$ cat src/rtl/adc_seq_pkg.sv
// Shared definitions for the ADC sample sequencer: scan FSM states,
// stream field widths, averaging depth and a mask-scan helper.
package adc_seq_pkg;

  localparam int unsigned ADC_DATA_W  = 12;
  localparam int unsigned ADC_CH_W    = 5;
  localparam int unsigned AVG_SAMPLES = 4;

  // Widest supported channel set; masks are zero-extended to this width
  localparam int unsigned MAX_CH = 8;
  // Index width able to hold MAX_CH itself, used as the "none found" value
  localparam int unsigned IDX_W  = 4;

  // Averaging accumulator and sample-counter widths
  localparam int unsigned SAMP_W = $clog2(AVG_SAMPLES);
  localparam int unsigned ACC_W  = ADC_DATA_W + SAMP_W;

  typedef enum logic [2:0] {
    IDLE,
    ISSUE,
    WAIT_RSP,
    NEXT,
    DONE
  } state_t;

  // Lowest set mask bit at or above 'from'; returns MAX_CH when none remain
  function automatic logic [IDX_W-1:0] first_set_from(
    input logic [MAX_CH-1:0] mask,
    input logic [IDX_W-1:0]  from
  );
    logic [IDX_W-1:0] pos;
    logic             found;
    pos   = IDX_W'(MAX_CH);
    found = 1'b0;
    for (int unsigned i = 0; i < MAX_CH; i++) begin
      if (!found && mask[i] && (IDX_W'(i) >= from)) begin
        pos   = IDX_W'(i);
        found = 1'b1;
      end
    end
    return pos;
  endfunction

endpackage

$ cat src/rtl/adc_seq_timeout.sv
// Response timeout counter: cleared on command transfer, counts while
// enabled, and flags expiry on the CYCLES-th enabled cycle.
module adc_seq_timeout #(
  parameter int unsigned CYCLES = 1024
) (
  input  logic clk,
  input  logic rst_n,
  input  logic i_clear,
  input  logic i_enable,
  output logic o_expired
);

  localparam int unsigned CW = (CYCLES > 1) ? $clog2(CYCLES) : 1;

  logic [CW-1:0] r_count;

  assign o_expired = i_enable && (r_count == CW'(CYCLES - 1));

  // Count enabled cycles, holding at the expiry value
  always_ff @(posedge clk or negedge rst_n) begin
    if (!rst_n) begin
      r_count <= '0;
    end else if (i_clear) begin
      r_count <= '0;
    end else if (i_enable && !o_expired) begin
      r_count <= r_count + CW'(1);
    end
  end

endmodule

$ cat src/rtl/adc_sample_sequencer.sv
// ADC sample sequencer: scans the channels enabled in chan_mask, issuing
// one single-beat command per sample and storing each response in result.
// Optional macro ADC_SEQ_AVG_EN: take AVG_SAMPLES samples per channel and
// store their truncated mean.
module adc_sample_sequencer
  import adc_seq_pkg::*;
#(
  parameter int unsigned NUM_CH         = 8,
  parameter int unsigned TIMEOUT_CYCLES = 1024
) (
  input  logic                         clk_clk,
  input  logic                         reset_reset_n,
  input  logic                         start,
  input  logic [NUM_CH-1:0]            chan_mask,
  output logic                         cmd_valid,
  output logic                         cmd_sop,
  output logic                         cmd_eop,
  output logic [ADC_CH_W-1:0]          cmd_channel,
  input  logic                         cmd_ready,
  input  logic                         rsp_valid,
  input  logic [ADC_CH_W-1:0]          rsp_channel,
  input  logic [ADC_DATA_W-1:0]        rsp_data,
  output logic [ADC_DATA_W*NUM_CH-1:0] result,
  output logic                         busy,
  output logic                         done,
  output logic                         error
);

  state_t                       r_state;
  state_t                       w_state_nxt;
  logic [NUM_CH-1:0]            r_mask;
  logic [IDX_W-1:0]             r_index;
  logic [ADC_DATA_W*NUM_CH-1:0] r_result;
  logic                         r_error;

  logic [MAX_CH-1:0]            w_start_mask8;
  logic [MAX_CH-1:0]            w_mask8;
  logic [IDX_W-1:0]             w_first_idx;
  logic [IDX_W-1:0]             w_next_idx;
  logic                         w_next_none;
  logic [ADC_CH_W-1:0]          w_chan;
  logic                         w_accept;
  logic                         w_xfer;
  logic                         w_waiting;
  logic                         w_hit;
  logic                         w_miss;
  logic                         w_expired;
  logic                         w_last_sample;
  logic                         w_wr;
  logic [ADC_DATA_W-1:0]        w_wdata;

  assign w_start_mask8 = MAX_CH'(chan_mask);
  assign w_mask8       = MAX_CH'(r_mask);
  assign w_first_idx   = first_set_from(w_start_mask8, '0);
  assign w_next_idx    = first_set_from(w_mask8, r_index + IDX_W'(1));
  assign w_next_none   = (w_next_idx == IDX_W'(MAX_CH));
  assign w_chan        = ADC_CH_W'(r_index) + ADC_CH_W'(1);

  assign w_accept  = (r_state == IDLE) && start;
  assign w_xfer    = (r_state == ISSUE) && cmd_ready;
  assign w_waiting = (r_state == WAIT_RSP);
  assign w_hit     = w_waiting && rsp_valid && (rsp_channel == w_chan);
  assign w_miss    = w_waiting && rsp_valid && (rsp_channel != w_chan);

  adc_seq_timeout #(
    .CYCLES (TIMEOUT_CYCLES)
  ) u_timeout (
    .clk       (clk_clk),
    .rst_n     (reset_reset_n),
    .i_clear   (w_xfer),
    .i_enable  (w_waiting),
    .o_expired (w_expired)
  );

`ifdef ADC_SEQ_AVG_EN
  logic [ACC_W-1:0]  r_acc;
  logic [SAMP_W-1:0] r_samp;
  logic [ACC_W-1:0]  w_sum;

  assign w_sum         = r_acc + ACC_W'(rsp_data);
  assign w_last_sample = (r_samp == SAMP_W'(AVG_SAMPLES - 1));
  assign w_wr          = w_hit && w_last_sample;
  assign w_wdata       = w_sum[ACC_W-1 -: ADC_DATA_W];

  // Per-channel sample accumulation, restarted whenever a new channel is picked
  always_ff @(posedge clk_clk or negedge reset_reset_n) begin
    if (!reset_reset_n) begin
      r_acc  <= '0;
      r_samp <= '0;
    end else if (w_accept || (r_state == NEXT)) begin
      r_acc  <= '0;
      r_samp <= '0;
    end else if (w_hit) begin
      r_acc  <= w_sum;
      r_samp <= r_samp + SAMP_W'(1);
    end
  end
`else
  assign w_last_sample = 1'b1;
  assign w_wr          = w_hit;
  assign w_wdata       = rsp_data;
`endif

  // Scan state register
  always_ff @(posedge clk_clk or negedge reset_reset_n) begin
    if (!reset_reset_n) begin
      r_state <= IDLE;
    end else begin
      r_state <= w_state_nxt;
    end
  end

  // Next-state and command/status decode
  always_comb begin
    w_state_nxt = r_state;
    cmd_valid   = 1'b0;
    cmd_sop     = 1'b0;
    cmd_eop     = 1'b0;
    cmd_channel = '0;
    busy        = 1'b1;
    done        = 1'b0;
    unique case (r_state)
      IDLE: begin
        busy = 1'b0;
        if (start) begin
          w_state_nxt = (chan_mask == '0) ? DONE : ISSUE;
        end
      end
      ISSUE: begin
        cmd_valid   = 1'b1;
        cmd_sop     = 1'b1;
        cmd_eop     = 1'b1;
        cmd_channel = w_chan;
        if (cmd_ready) begin
          w_state_nxt = WAIT_RSP;
        end
      end
      WAIT_RSP: begin
        // A matching response wins over a coincident timeout
        if (w_hit) begin
          w_state_nxt = w_last_sample ? NEXT : ISSUE;
        end else if (w_expired) begin
          w_state_nxt = NEXT;
        end
      end
      NEXT: begin
        w_state_nxt = w_next_none ? DONE : ISSUE;
      end
      DONE: begin
        done        = 1'b1;
        w_state_nxt = IDLE;
      end
      default: begin
        w_state_nxt = IDLE;
      end
    endcase
  end

  // Mask latch, channel selection and sticky error
  always_ff @(posedge clk_clk or negedge reset_reset_n) begin
    if (!reset_reset_n) begin
      r_mask  <= '0;
      r_index <= '0;
      r_error <= 1'b0;
    end else if (w_accept) begin
      r_mask  <= chan_mask;
      r_index <= (chan_mask == '0) ? '0 : w_first_idx;
      r_error <= 1'b0;
    end else begin
      if ((r_state == NEXT) && !w_next_none) begin
        r_index <= w_next_idx;
      end
      if (w_miss || (w_expired && !w_hit)) begin
        r_error <= 1'b1;
      end
    end
  end

  // Per-channel result storage
  always_ff @(posedge clk_clk or negedge reset_reset_n) begin
    if (!reset_reset_n) begin
      r_result <= '0;
    end else begin
      for (int unsigned c = 0; c < NUM_CH; c++) begin
        if (w_wr && (r_index == IDX_W'(c))) begin
          r_result[c*ADC_DATA_W +: ADC_DATA_W] <= w_wdata;
        end
      end
    end
  end

  assign result = r_result;
  assign error  = r_error;

endmodule

$ cat config.mk
export PLATFORM = sky130hd
export DESIGN_NAME = adc_sample_sequencer
export DESIGN_NICKNAME = d
export VERILOG_FILES = /design/src/rtl/adc_seq_pkg.sv /design/src/rtl/adc_seq_timeout.sv /design/src/rtl/adc_sample_sequencer.sv
export SDC_FILE = /design/constraint.sdc
export NUM_CORES = 1
export LEC_CHECK = 0
export ABC_AREA = 1
export BUFFER_PORTS_ARGS = -buffer_cell sky130_fd_sc_hd__buf_2
export CELL_PAD_IN_SITES_DETAIL_PLACEMENT = 0
export CELL_PAD_IN_SITES_GLOBAL_PLACEMENT = 1
export CORE_MARGIN = 1.5
export CORE_UTILIZATION = 44
export CTS_BUF_LIST = sky130_fd_sc_hd__clkbuf_4
export DETAILED_ROUTE_END_ITERATION = 8
export HOLD_SLACK_MARGIN = 0.12
export PLACE_DENSITY_LB_ADDON = 0.08
export SLEW_MARGIN = 5
export SYNTH_ARGS = -nofsm -noshare
export SYNTH_HDL_FRONTEND = slang
export SYNTH_SLANG_ARGS = --single-unit
$ cat constraint.sdc
create_clock -name clk_clk -period 3.3 [get_ports clk_clk]
set_input_delay 0.495 -clock clk_clk [delete_from_list [all_inputs] [get_ports clk_clk]]
set_output_delay 0.495 -clock clk_clk [all_outputs]
set_load 0.01 [all_outputs]
## Yosys cells after proc, flatten, opt, wreduce, memory -nomap -nowiden

Cells that the tools add are included.

| word-level totals | value |
|---|---|
| flip-flop bits (word level) | 122 |
| input port bits | 30 |

| cells by class | value |
|---|---|
| add/subtract/negate cells | 3 |
| order comparisons | 8 |
| eq/ne operators | 18 |
| muxes and demuxes | 48 |
| reduce and logical (&&, ||, !) cells | 64 |

Operators by type and width:

| kind | number |
|---|---|
| $mux 4 | 19 |
| $logic_and 1x1->1 | 39 |
| $mux 10 | 2 |
| $mux 1 | 19 |
| $mux 3 | 6 |
| $logic_not 1->1 | 17 |
| $eq 4x3->1 const B | 4 |
| $ge 3x4->1 const A | 4 |
| $pmux 3 s4 | 1 |
| $add 10x1->10 const B | 1 |
| $eq 10x10->1 const B | 1 |
| $eq 4x2->1 const B | 2 |
| $ge 1x4->1 const A | 2 |
| $ge 2x4->1 const A | 2 |
| $logic_not 8->1 | 1 |
| $eq 3x2->1 const B | 2 |
| $reduce_bool 2->1 | 3 |
| $add 4x1->5 const B | 1 |
| $eq 5x5->1 | 1 |
| $mux 5 | 1 |
| $ne 5x5->1 | 1 |
| $add 4x1->4 const B | 1 |
| $eq 4x1->1 const B | 1 |
| $eq 4x4->1 const B | 1 |
| 8 further kinds | 9 |

## Depth between registers and ports, before layout

Gate-level depths: netlist of run 1.

| depth | value |
|---|---|
| depth in word-level cells | 37 |
| gate-level depth with buffers | 14 |
| gate-level depth less buffers | 14 |

## By module

Synthesis of run 1 repeated with hierarchy kept, for this count alone.

| second synthesis, totals | value |
|---|---|
| cells, all modules | 629 |
| area, all modules | 5403.9 um^2 |

By module, submodules not included:

| module | instances | cells each | area each (um^2) | sequential area each (um^2) |
|---|---|---|---|---|
| adc_sample_sequencer | 1 | 541 | 4775.8 | 2802.7 |
| adc_seq_timeout | 1 | 88 | 628.1 | 250.2 |

## Worst setup path before layout of run 1

OpenSTA, ideal clock, no wires.

| timing | value |
|---|---|
| kind | reg2reg |
| from | reg r_index[0] |
| to | reg r_result[37] (netlist: result[37]) |
| setup time | 0.117 ns |
| data arrival time | 1.936 ns |
| data required time | 3.183 ns |
| slack | 1.247 ns |
| stages on the path, launching flop included | 11 |
| cells stage by stage | dfrtp_1 ha_1 nand3_1 xnor2_1 nor3_2 nand3_2 inv_8 nand3_4 buf_6 o21ai_1 inv_1 |

| on the way | value |
|---|---|
| word-level cells in the longest chain between the ends | 4 |

RTL lines:

| item | line | source |
|---|---|---|
| from (decl) | adc_sample_sequencer.sv:32 | `logic [IDX_W-1:0] r_index;` |
| from (signal assigned) | adc_sample_sequencer.sv:167 | `r_index <= (chan_mask == '0) ? '0 : w_first_idx;` |
| from (signal assigned) | adc_sample_sequencer.sv:171 | `r_index <= w_next_idx;` |
| $add 4x1->5 | adc_sample_sequencer.sv:57 | `assign w_chan = ADC_CH_W'(r_index) + ADC_CH_W'(1);` |
| $eq 5x5->1 | adc_sample_sequencer.sv:62 | `assign w_hit = w_waiting && rsp_valid && (rsp_channel == w_chan);` |
| $logic_and 1x1->1 | adc_sample_sequencer.sv:62 |  |
| $logic_and 1x1->1 (*) | adc_sample_sequencer.sv:185 | `if (w_wr && (r_index == IDX_W'(c))) begin` |
| to (signal, indexed assignment) | adc_sample_sequencer.sv:186 | `r_result[c*ADC_DATA_W +: ADC_DATA_W] <= w_wdata;` |
| to (decl) | adc_sample_sequencer.sv:33 | `logic [ADC_DATA_W*NUM_CH-1:0] r_result;` |

Mark *: on every way between the ends. The rest lies on a longest branch, timed or not.
A chain may end at the register's enable or synchronous reset.

## Final worst setup path of run 1

| timing | value |
|---|---|
| from | reg r_index[0] |
| to | out cmd_channel[4] |

| on the way | value |
|---|---|
| word-level cells in the longest chain between the ends | 2 |

RTL lines:

| item | line | source |
|---|---|---|
| $add 4x1->5 | adc_sample_sequencer.sv:57 |  |
| $mux 5 | adc_sample_sequencer.sv:122 | `unique case (r_state)` |
| to (decl) | adc_sample_sequencer.sv:18 | `output logic [ADC_CH_W-1:0] cmd_channel,` |

No other way between the ends.

==> impl_metrics.json, run 1 <==
{
  "status": "complete, no violations",
  "hold_start": "chan_mask[0]",
  "syn_area_um2": 5592,
  "coreArea_um2": 12210,
  "min_to": "r_mask[0]",
  "grt_overflow": 0,
  "cts_buffers": 17,
  "synth-edff-count": 0,
  "crit_path_top_delay_cell": "dfrtp_1",
  "avgSynthCellArea_um2": 8.847,
  "worst-r2r-setup-slack_ps": 920,
  "wl_um": 12980,
  "num_io_pins": 137,
  "fin_total_pwr_w": 0.004323,
  "p_leak_nw": 3.451,
  "ys.flop_type": "dfrtp_1",
  "clkLatencyLatePin_ps": 520,
  "peakVddDrop_mv": 0.3238,
  "drive_gt1_frac": 0.2433,
  "drtPass1Iterations": 5,
  "rows": 40,
  "grt_pass1_wl_um": 21040,
  "r2r_end": "result[91]",
  "critPathMaxFanout": 9,
  "yosysSeqAreaShare": 0.5460,
  "synth_cells": 632,
  "yosysWarnings": 0,
  "start_kind": "register",
  "crit_path_max_incr_delay_ps": 550,
  "critical_path.endpoint_type": "primary output",
  "start_util": 0.4579,
  "cts_resized": 0,
  "place_hpwl_um": 9741,
  "drt_iter0_drc": 240,
  "drc_errors": 0,
  "fillers": 1228,
  "maxSlewHeadroom": 0.5654,
  "cts-root-buf": "clkbuf_4",
  "fmax_mhz": 406.0,
  "cp.required_ps": 2800,
  "antenna_left": 0,
  "worstPathCellList": "ha_1 > nand3_1 > nor2_1 > buf_2",
  "cts_tree": "built",
  "fin_tns_setup_ps": 0,
  "synth_nets": 669,
  "vias_per_cell": 4.765,
  "fin_skew_ps": 12.26,
  "place.gp.congestion": 0.8485,
  "drv_cap": 0,
  "worst_slew_pin_slew_ps": 650.3,
  "crit_type": "reg -> out",
  "path_delay_family": "flip-flops",
  "portBuffers": 136,
  "path_buf_inv": 1,
  "final_nets": 806,
  "yosysUniqueCellTypes": 33,
  "first_global_vias": 4235,
  "grt_usage": 0.2063,
  "crit-reg2reg-launch": "r_index[0]",
  "rr_worst_depth": 9,
  "drv_slew": 0,
  "die-area_um2": 13390,
  "post-route-min-period_ps": 2463,
  "clkSinkCount": 122,
  "die_w_um": 115.7,
  "ys_ff_latch": 122,
  "wl_per_cell_um": 13.67,
  "synthArstFlopShare": 1.000,
  "hold_viol_final": 0,
  "min_path_cells": 3,
  "num_vias": 4522,
  "rsz0062_at_grt": "false",
  "setup_viol_count_final": 0,
  "antenna_found_initial": 0,
  "area_growth_pct": 17.79,
  "arrival_ps": 1970,
  "powerDensity_nw_per_um2": 656.3,
  "grt_max_degree": 81,
  "design_area_um2": 6586,
  "die_y_um": 115.7,
  "n_antenna_cell": 0,
  "hp-class": "in -> reg",
  "clock_path_buffers": 2,
  "cts_max_level": 4,
  "placed_cell_area_um2": 6302,
  "post-route-period-util": 0.7464,
  "path_clk_slew_ps": 100
}
-- worst register-to-register path, stage by stage (launching register included) --
cell and delay (ps):
dfrtp_1 550, ha_1 420, nand3_1 180, xnor2_1 160, nor3_2 130, nand3_2 150, inv_8 160, nand3_4 240
o21ai_1 230, inv_1 50
-- metrics by stage --
step	util	worst slack, ps	cells	hold slack, ps
2_1_floorplan	-	1247	632	199.4
3_3_place_gp	0.5161	1022	917	466.5
3_5_place_dp	0.5161	949.5	917	474.8
4_1_cts	0.5393	782.7	949	136.8
5_1_grt	0.5393	703.8	949	166.1
6_report	0.5393	836.8	949	195.2
-- routing by layer --
layer	vias to the layer above	routed length, um	GRT usage
met2	129	5381	0.2943
met4	0	330	0.09268
met5	-	0	0
li1	2280	-	-
met1	2089	6443	0.2903
met3	24	822	0.06276
-- repair_timing --
| action | in CTS | in global routing |
|---|---|---|
| buffers inserted | 0 | 0 |
| hold buffers | 1 | 0 |
| hold endpoints to repair | 42 | 0 |
-- cells in the mapped netlist, types with 8 or more instances --
| master | number | share of area |
|---|---|---|
| nand4_1 | 9 | 0.010 |
| inv_1 | 98 | 0.066 |
| nand3_1 | 17 | 0.015 |
| nand2_1 | 159 | 0.11 |
| buf_6 | 16 | 0.032 |
| nor2_1 | 28 | 0.019 |
| a21oi_1 | 9 | 0.0081 |
| nand3_4 | 8 | 0.025 |
| o21ai_1 | 101 | 0.090 |
| dfrtp_1 | 122 | 0.55 |
| o21ai_0 | 11 | 0.0098 |
| nor3_1 | 8 | 0.0072 |
-- final cells by class --
cell class	instances	area [um2]	share of cell area
Clock inverter	12	131.4	0.01995
Clock buffer	19	142.6	0.02166
Timing Repair Buffer	138	713.2	0.1083
Inverter	107	409.1	0.06212
Multi-Input combinational cell	383	1927	0.2926
Sequential cell	122	3053	0.4635
Tap cell	168	210.2	0.03191
-- how the worst max path moves through the flow --
| stage | from | to | slack, ps | depth (start not counted) |
|---|---|---|---|---|
| detailed placement | r_index[0] | result[47] | 950 | 9 |
| global route | r_index[0] | cmd_channel[2] | 700 | 6 |
| floorplan | r_index[0] | result[37] | 1250 | 10 |
| global placement | r_index[0] | result[37] | 1020 | 9 |
| finish | r_index[0] | cmd_channel[4] | 840 | 4 |
| CTS | r_index[0] | cmd_channel[4] | 780 | 4 |
-- flip-flops by register name (all words and copies together), names as in the netlist --
| name | count |
|---|---|
| error | 1 |
| r_index | 4 |
| r_mask | 8 |
| r_state | 3 |
| result | 96 |
| u_timeout.r_count | 10 |
-- power breakdown --
group | internal (W) | leakage, nW | switching, W
combinational | 0.000479 | 1.75 | 0.000890
clock | 0.000521 | 0.150 | 0.000525
sequential | 0.00173 | 1.55 | 0.000182
total | 0.00273 | 3.45 | 0.00160
-- cells by family after synthesis --
group                      synth area share
AOI/OAI and AO/OA                    0.1181
DFF                                  0.5460
xor gates and xnor gates            0.01074
buffers and inverters                0.1094
and+or+nand+nor                      0.2000
adders and majority gates           0.01566
-- cell usage in the layout (no fill, tap or decap) --
cell type	synthesis	final
dfrtp_1	122	122
clkinvlp_4	0	1
nor2_2	3	3
nand2b_1	1	1
clkinv_2	0	3
dlygate4sd3_1	0	1
inv_2	7	7
nor4_1	1	1
nand3_2	1	1
inv_8	1	1
xor2_1	3	3
nor2_1	28	28
o21a_1	2	2
o21ai_2	1	1
buf_4	2	1
nand3_4	8	8
o211ai_1	2	2
a21oi_1	9	9
nand2_2	3	3
nand2_1	159	159
inv_1	98	98
clkinv_1	1	6
o21ai_0	11	11
nand3_1	17	17
clkbuf_4	0	19
nor3_1	8	8
buf_2	0	135
o21ai_1	101	101
ha_1	7	7
xnor2_1	2	2
bufinv_16	0	3
nand4_1	9	9
xnor2_2	1	1
o31ai_1	1	1
nor3_2	2	2
o2111ai_1	1	1
nand3b_1	2	2
buf_12	0	1
(Power assumes the default switching activity.)
==> run 2, diff against run 1 <==
--- a/config.mk
+++ b/config.mk
@@ -10,7 +10,7 @@
 export CELL_PAD_IN_SITES_DETAIL_PLACEMENT = 0
 export CELL_PAD_IN_SITES_GLOBAL_PLACEMENT = 1
 export CORE_MARGIN = 1.5
-export CORE_UTILIZATION = 44
+export CORE_UTILIZATION = 41
 export CTS_BUF_LIST = sky130_fd_sc_hd__clkbuf_4
 export DETAILED_ROUTE_END_ITERATION = 8
 export HOLD_SLACK_MARGIN = 0.12
==> constraint.sdc (replaced) <==
create_clock -name clk_clk -period 2.29 [get_ports clk_clk]
set_input_delay 0.3435 -clock clk_clk [delete_from_list [all_inputs] [get_ports clk_clk]]
set_output_delay 0.3435 -clock clk_clk [all_outputs]
set_load 0.01 [all_outputs]
==> run 2 against run 1 <==
Effect of this change: sequential power is 42% higher; largest power group unchanged; clock power up 61%; clock-buffer cell count decreased by 1; critical path type is now reg -> reg; highest routed layer unchanged.
==> impl_metrics.json, run 2 (same netlist as run 1, synthesis figures left out) <==
{
  "grt_overflow": 0,
  "start_util": 0.4206,
  "wl_per_cell_um": 14.95,
  "area_growth_pct": 27.19,
  "fin_tns_setup_ps": 0,
  "final_nets": 850,
  "post_cts_buffers": 0,
  "setup_viol_count_final": 0,
  "grt_max_degree": 55,
  "final_common_cell": "nand2_1",
  "post-route-min-period_ps": 2195,
  "grt_pass1_wl_um": 21650,
  "cts_max_level": 4,
  "path_clk_slew_ps": 110,
  "cts_buffers": 17,
  "critical_path.endpoint_type": "register",
  "cp.required_ps": 2720,
  "antenna_left": 0,
  "clkSinkCount": 122,
  "die_y_um": 119.8,
  "post-route-period-util": 0.9584,
  "portBuffers": 136,
  "drc_errors": 0,
  "drt_iter0_drc": 315,
  "hold_slack_ps": 222.5,
  "n_antenna_cell": 0,
  "fin_skew_ps": 17.88,
  "drive_gt1_frac": 0.2712,
  "rsz0062_at_grt": "true",
  "grt_usage": 0.1957,
  "start_kind": "register",
  "clkLatencyLatePin_ps": 550,
  "cts_tree": "built",
  "die-area_um2": 14350,
  "peakVddDrop_mv": 0.4757,
  "fin_total_pwr_w": 0.006720,
  "crit_type": "reg -> reg",
  "rows": 42,
  "clock_path_buffers": 2,
  "place_hpwl_um": 9939,
  "hp-class": "in -> async",
  "p_leak_nw": 3.631,
  "wl_um": 14980,
  "first_global_vias": 4309,
  "drv_cap": 0,
  "arrival_ps": 2620,
  "num_io_pins": 137,
  "maxSlewHeadroom": 0.2700,
  "coreArea_um2": 13300,
  "fillers": 1285,
  "final_cell_mix": "nand2_1, buf_2, dfrtp_1",
  "drv_slew": 0,
  "hold_viol_final": 0,
  "vias_per_cell": 4.842,
  "num_vias": 4852,
  "die_w_um": 119.8,
  "place.gp.congestion": 0.8458,
  "largest_register_ffs": 96,
  "powerDensity_nw_per_um2": 944.9,
  "dp_cells": 937,
  "antenna_found_initial": 0,
  "critPathMaxFanout": 12,
  "cts-root-buf": "clkbuf_4",
  "status": "complete, no violations",
  "drtPass1Iterations": 5,
  "fmax_mhz": 455.6,
  "instances_no_fill": 1002,
  "worst_slew_pin_slew_ps": 1094
}
==> run 2: changes by cell type in the layout (fill, tap and decap cells not counted), moves of 2 or more <==
| cell | previous run | this run |
|---|---|---|
| nand2_1 | 159 | 157 |
| dlygate4sd3_1 | 1 | 22 |
| o21ai_2 | 1 | 5 |
| nand2_2 | 3 | 5 |
| buf_4 | 1 | 13 |
| nand3_4 | 8 | 12 |
| o21ai_1 | 101 | 97 |
| nand3_2 | 1 | 7 |
==> run 2: where the power goes <==
group	switching [W]	internal (W)
registers	0.000231	0.00249
logic	0.00148	0.000826
clock network	0.000830	0.000864
==> run 2: what timing repair did <==
item	CTS	global route
gates resized for setup	0	15
endpoints found under the hold margin	156	0
endpoints found under the setup margin	0	103
hold buffers	22	0
==> run 2: final timing paths <==
| kind | start | to | slack [ps] | cells past startpoint |
|---|---|---|---|---|
| setup reg to reg | r_index[0] | result[17] | 100 | 10 |
| hold reg to reg | result[82] | result[82] | 490 | 2 |
| min in group clk_clk | start | r_state[2] | 220 | 4 |
| hold / removal | reset_reset_n | r_state[2] | 220 | 2 |
| max in group asynchronous | reset_reset_n | result[85] | 1390 | 3 |
| setup / recovery | r_index[0] | result[17] | 100 | 10 |
==> run 2: stage by stage <==
stage	instance area (um2)	utilization	setup WS (ps)
2_1_floorplan	5592	-	237.1
3_3_place_gp	6402	0.4816	188.4
3_5_place_dp	6402	0.4816	91.22
5_1_grt	7112	0.5349	-41.16
4_1_cts	6935	0.5216	9.994
6_report	7112	0.5349	95.25
==> run 2: layer usage <==
metal  GRT usage  up-vias  share of wire  wire length, um
met1      0.2802     2302           0.49             7331
met2      0.2798      130           0.44             6554
li1            -     2399              -                -
met4     0.08185        0          0.019              289
met3     0.05323       21          0.054              805
met5           0        -              0                0
==> run 2: worst max-delay path, stage by stage (launching register included) <==
cell      delay (ps)
dfrtp_1          400
buf_4            160
ha_2             230
nand3_1          130
xnor2_1          160
nor3_2           170
nand3_4          190
clkinv_8         150
nand3_2          260
nand2_1          140
o21ai_1           80
==> run 2: area by class of cell <==
type | count | area (um2) | area share
sequential | 122 | 3053 | 0.4293
multi-input combinational | 393 | 2087 | 0.2935
timing repair buffer | 171 | 1013 | 0.1425
inverter | 107 | 414.1 | 0.05823
tap | 176 | 220.2 | 0.03096
clock inverter | 14 | 177.7 | 0.02498
clock buffer | 18 | 135.1 | 0.01900
timing repair inverter | 1 | 11.26 | 0.001583
==> run 3, diff against run 2 <==
--- a/config.mk
+++ b/config.mk
@@ -10,7 +10,7 @@
 export CELL_PAD_IN_SITES_DETAIL_PLACEMENT = 0
 export CELL_PAD_IN_SITES_GLOBAL_PLACEMENT = 1
 export CORE_MARGIN = 1.5
-export CORE_UTILIZATION = 41
+export CORE_UTILIZATION = 44
 export CTS_BUF_LIST = sky130_fd_sc_hd__clkbuf_4
 export DETAILED_ROUTE_END_ITERATION = 8
 export HOLD_SLACK_MARGIN = 0.12
@@ -18,4 +18,5 @@
 export SLEW_MARGIN = 5
 export SYNTH_ARGS = -nofsm -noshare
 export SYNTH_HDL_FRONTEND = slang
+export SYNTH_HIERARCHICAL = 1
 export SYNTH_SLANG_ARGS = --single-unit
==> constraint.sdc (replaced) <==
create_clock -name clk_clk -period 2.71 [get_ports clk_clk]
set_input_delay 0.4065 -clock clk_clk [delete_from_list [all_inputs] [get_ports clk_clk]]
set_output_delay 0.4065 -clock clk_clk [all_outputs]
set_load 0.01 [all_outputs]
==> run 3 against run 2 <==
Effect of this change: die area fell by 9.7%; cell area fell by 3.4%; utilization rose by 3.7 points; worst hold slack got worse by 43 ps; clock skew fell by 1.9 ps; cell count fell by 4.1%; critical path type unchanged.
==> impl_metrics.json, run 3 <==
{
  "place_hpwl_um": 9812,
  "portBuffers": 136,
  "yosysSeqAreaShare": 0.5649,
  "drt_iter0_drc": 262,
  "arrival_ps": 2840,
  "start_kind": "register",
  "status": "complete, no violations",
  "area_growth_pct": 27.16,
  "yosysUniqueCellTypes": 28,
  "crit_type": "reg -> reg",
  "wl_per_cell_um": 14.03,
  "first_global_vias": 4311,
  "synthArstFlopShare": 1.000,
  "drtPass1Iterations": 4,
  "cts_buffers": 17,
  "grt_max_degree": 50,
  "synth_top_area_share": 0.5649,
  "avgSynthCellArea_um2": 8.591,
  "fin_total_pwr_w": 0.005595,
  "antenna_left": 0,
  "synth_most_common_cell": "nand2_1",
  "ys.flop_type": "dfrtp_1",
  "drc_errors": 0,
  "antenna_found_initial": 1,
  "cts_tree": "built",
  "syn_area_um2": 5404,
  "crit_path_top_delay_cell": "dfrtp_1",
  "drv_slew": 0,
  "coreArea_um2": 12010,
  "hold_viol_final": 0,
  "critPathMaxFanout": 8,
  "synth.area.top_cells": "dfrtp_1, nand2_1, o21ai_1",
  "final_nets": 837,
  "drive_gt1_frac": 0.2472,
  "post-route-min-period_ps": 2413,
  "maxSlewHeadroom": 0.5593,
  "place.gp.congestion": 0.8471,
  "rows": 40,
  "peakVddDrop_mv": 0.4074,
  "setup_viol_count_final": 0,
  "crit_path_max_incr_delay_ps": 510,
  "fmax_mhz": 414.3,
  "synth_commonest_cells": "nand2_1, dfrtp_1, o21ai_1",
  "final_common_cell": "nand2_1",
  "synth_cells": 629,
  "synth-edff-count": 0,
  "fillers": 1136,
  "p_leak_nw": 3.720,
  "cts_max_level": 4,
  "largest_register_ffs": 96,
  "clkLatencyLatePin_ps": 540,
  "ys_ff_latch": 122,
  "die_y_um": 113.8,
  "die_w_um": 113.8,
  "vias_per_cell": 4.933,
  "clkSinkCount": 122,
  "grt_pass1_wl_um": 21870,
  "worst_slew_pin_slew_ps": 661.0,
  "synth_area_leader_cell": "dfrtp_1",
  "path_clk_slew_ps": 110,
  "hold_slack_ps": 179.3,
  "wl_um": 13480,
  "yosysWarnings": 6,
  "powerDensity_nw_per_um2": 814.3,
  "die-area_um2": 12960,
  "cp.required_ps": 3130,
  "final_cell_mix": "nand2_1, buf_2, dfrtp_1",
  "drv_cap": 0,
  "fin_skew_ps": 15.94,
  "critical_path.endpoint_type": "register",
  "post-route-period-util": 0.8906,
  "worstPathCellList": "inv_1 > ha_1 > nor2_1 > nor2_1 > nand3_1 > nand2_1 > nand2_1 > nor2_1 > nand3_1 > nand2_1 > nand2_1 > nand3_1 > nand2_1",
  "grt_usage": 0.2205,
  "hp-class": "in -> reg",
  "clock_path_buffers": 2,
  "start_util": 0.4499,
  "grt_overflow": 0,
  "num_io_pins": 137,
  "num_vias": 4741,
  "crit_path_frequent_cell": "nand2_1",
  "synth_nets": 666,
  "fin_tns_setup_ps": 0,
  "rsz0062_at_grt": "false",
  "cts-root-buf": "clkbuf_4"
}
[run 3: worst paths after layout]
kind	start	cells after the start	endpoint	slack [ps]
max reg2reg	r_index[1]	13	r_index[0]	300
min in group asynchronous	reset_reset_n	2	r_mask[2]	420
min	chan_mask[2]	3	r_mask[2]	180
max in group asynchronous	reset_reset_n	3	result[74]	1570
min reg2reg	r_mask[5]	2	r_mask[5]	480
max	r_index[1]	13	r_index[0]	300
[run 3: metal layers]
layer	GRT usage	share of wire	vias to the layer above
li1	-	-	2352
met1	0.3071	0.48	2248
met2	0.3269	0.45	126
met3	0.07120	0.053	15
met4	0.07417	0.015	0
met5	0	0	-
[run 3: kinds of logic (layout without fill, tap and decap cells)]
| kind of cell | after synthesis | in the layout | share of synthesized area |
|---|---|---|---|
| other cells | 0 | 1 | 0 |
| flops | 122 | 122 | 0.5649 |
| compound gates | 120 | 120 | 0.1123 |
| buf+inv | 99 | 283 | 0.07455 |
| fa+ha+maj | 7 | 7 | 0.01621 |
| xor+xnor | 8 | 8 | 0.01297 |
| simple gates | 273 | 273 | 0.2190 |
[run 3: worst max-delay path: cells and delay by family (launching register included)]
| family | cells | cell delay, ps |
|---|---|---|
| flops | 1 | 510 |
| fa+ha+maj | 1 | 390 |
| simple gates | 11 | 1300 |
| buf+inv | 1 | 100 |
[run 3: report_power, final]
| part | internal (W) | switching, W |
|---|---|---|
| clock | 0.000829 | 0.000729 |
| combinational | 0.000624 | 0.00107 |
| sequential | 0.00211 | 0.000230 |
[run 3: what timing repair did]
action                     4_1_cts  5_1_grt
setup endpoints to repair        0       78
buffers inserted                 0        1
hold buffers                    21        0
resized for setup                0        1
hold endpoints to repair        65        0
[run 3: final cells by class]
cell class	count	area (um2)	area share
Antenna cell	1	2.502	0.0003642
Clock buffer	17	127.6	0.01857
Clock inverter	15	222.7	0.03241
Inverter	79	301.5	0.04388
Multi-Input combinational cell	408	1948	0.2835
Sequential cell	122	3054	0.4445
Tap cell	147	183.9	0.02677
Timing Repair Buffer	172	1031	0.1500
[run 3: stage by stage]
step	setup WS, ps	instances	util	cell area (um2)
5_1_grt	30.50	961	0.5721	6872
3_5_place_dp	217.5	906	0.5234	6287
4_1_cts	170.3	959	0.5701	6848
3_3_place_gp	244.1	906	0.5234	6287
6_report	296.5	961	0.5721	6872
2_1_floorplan	487.4	629	-	5404
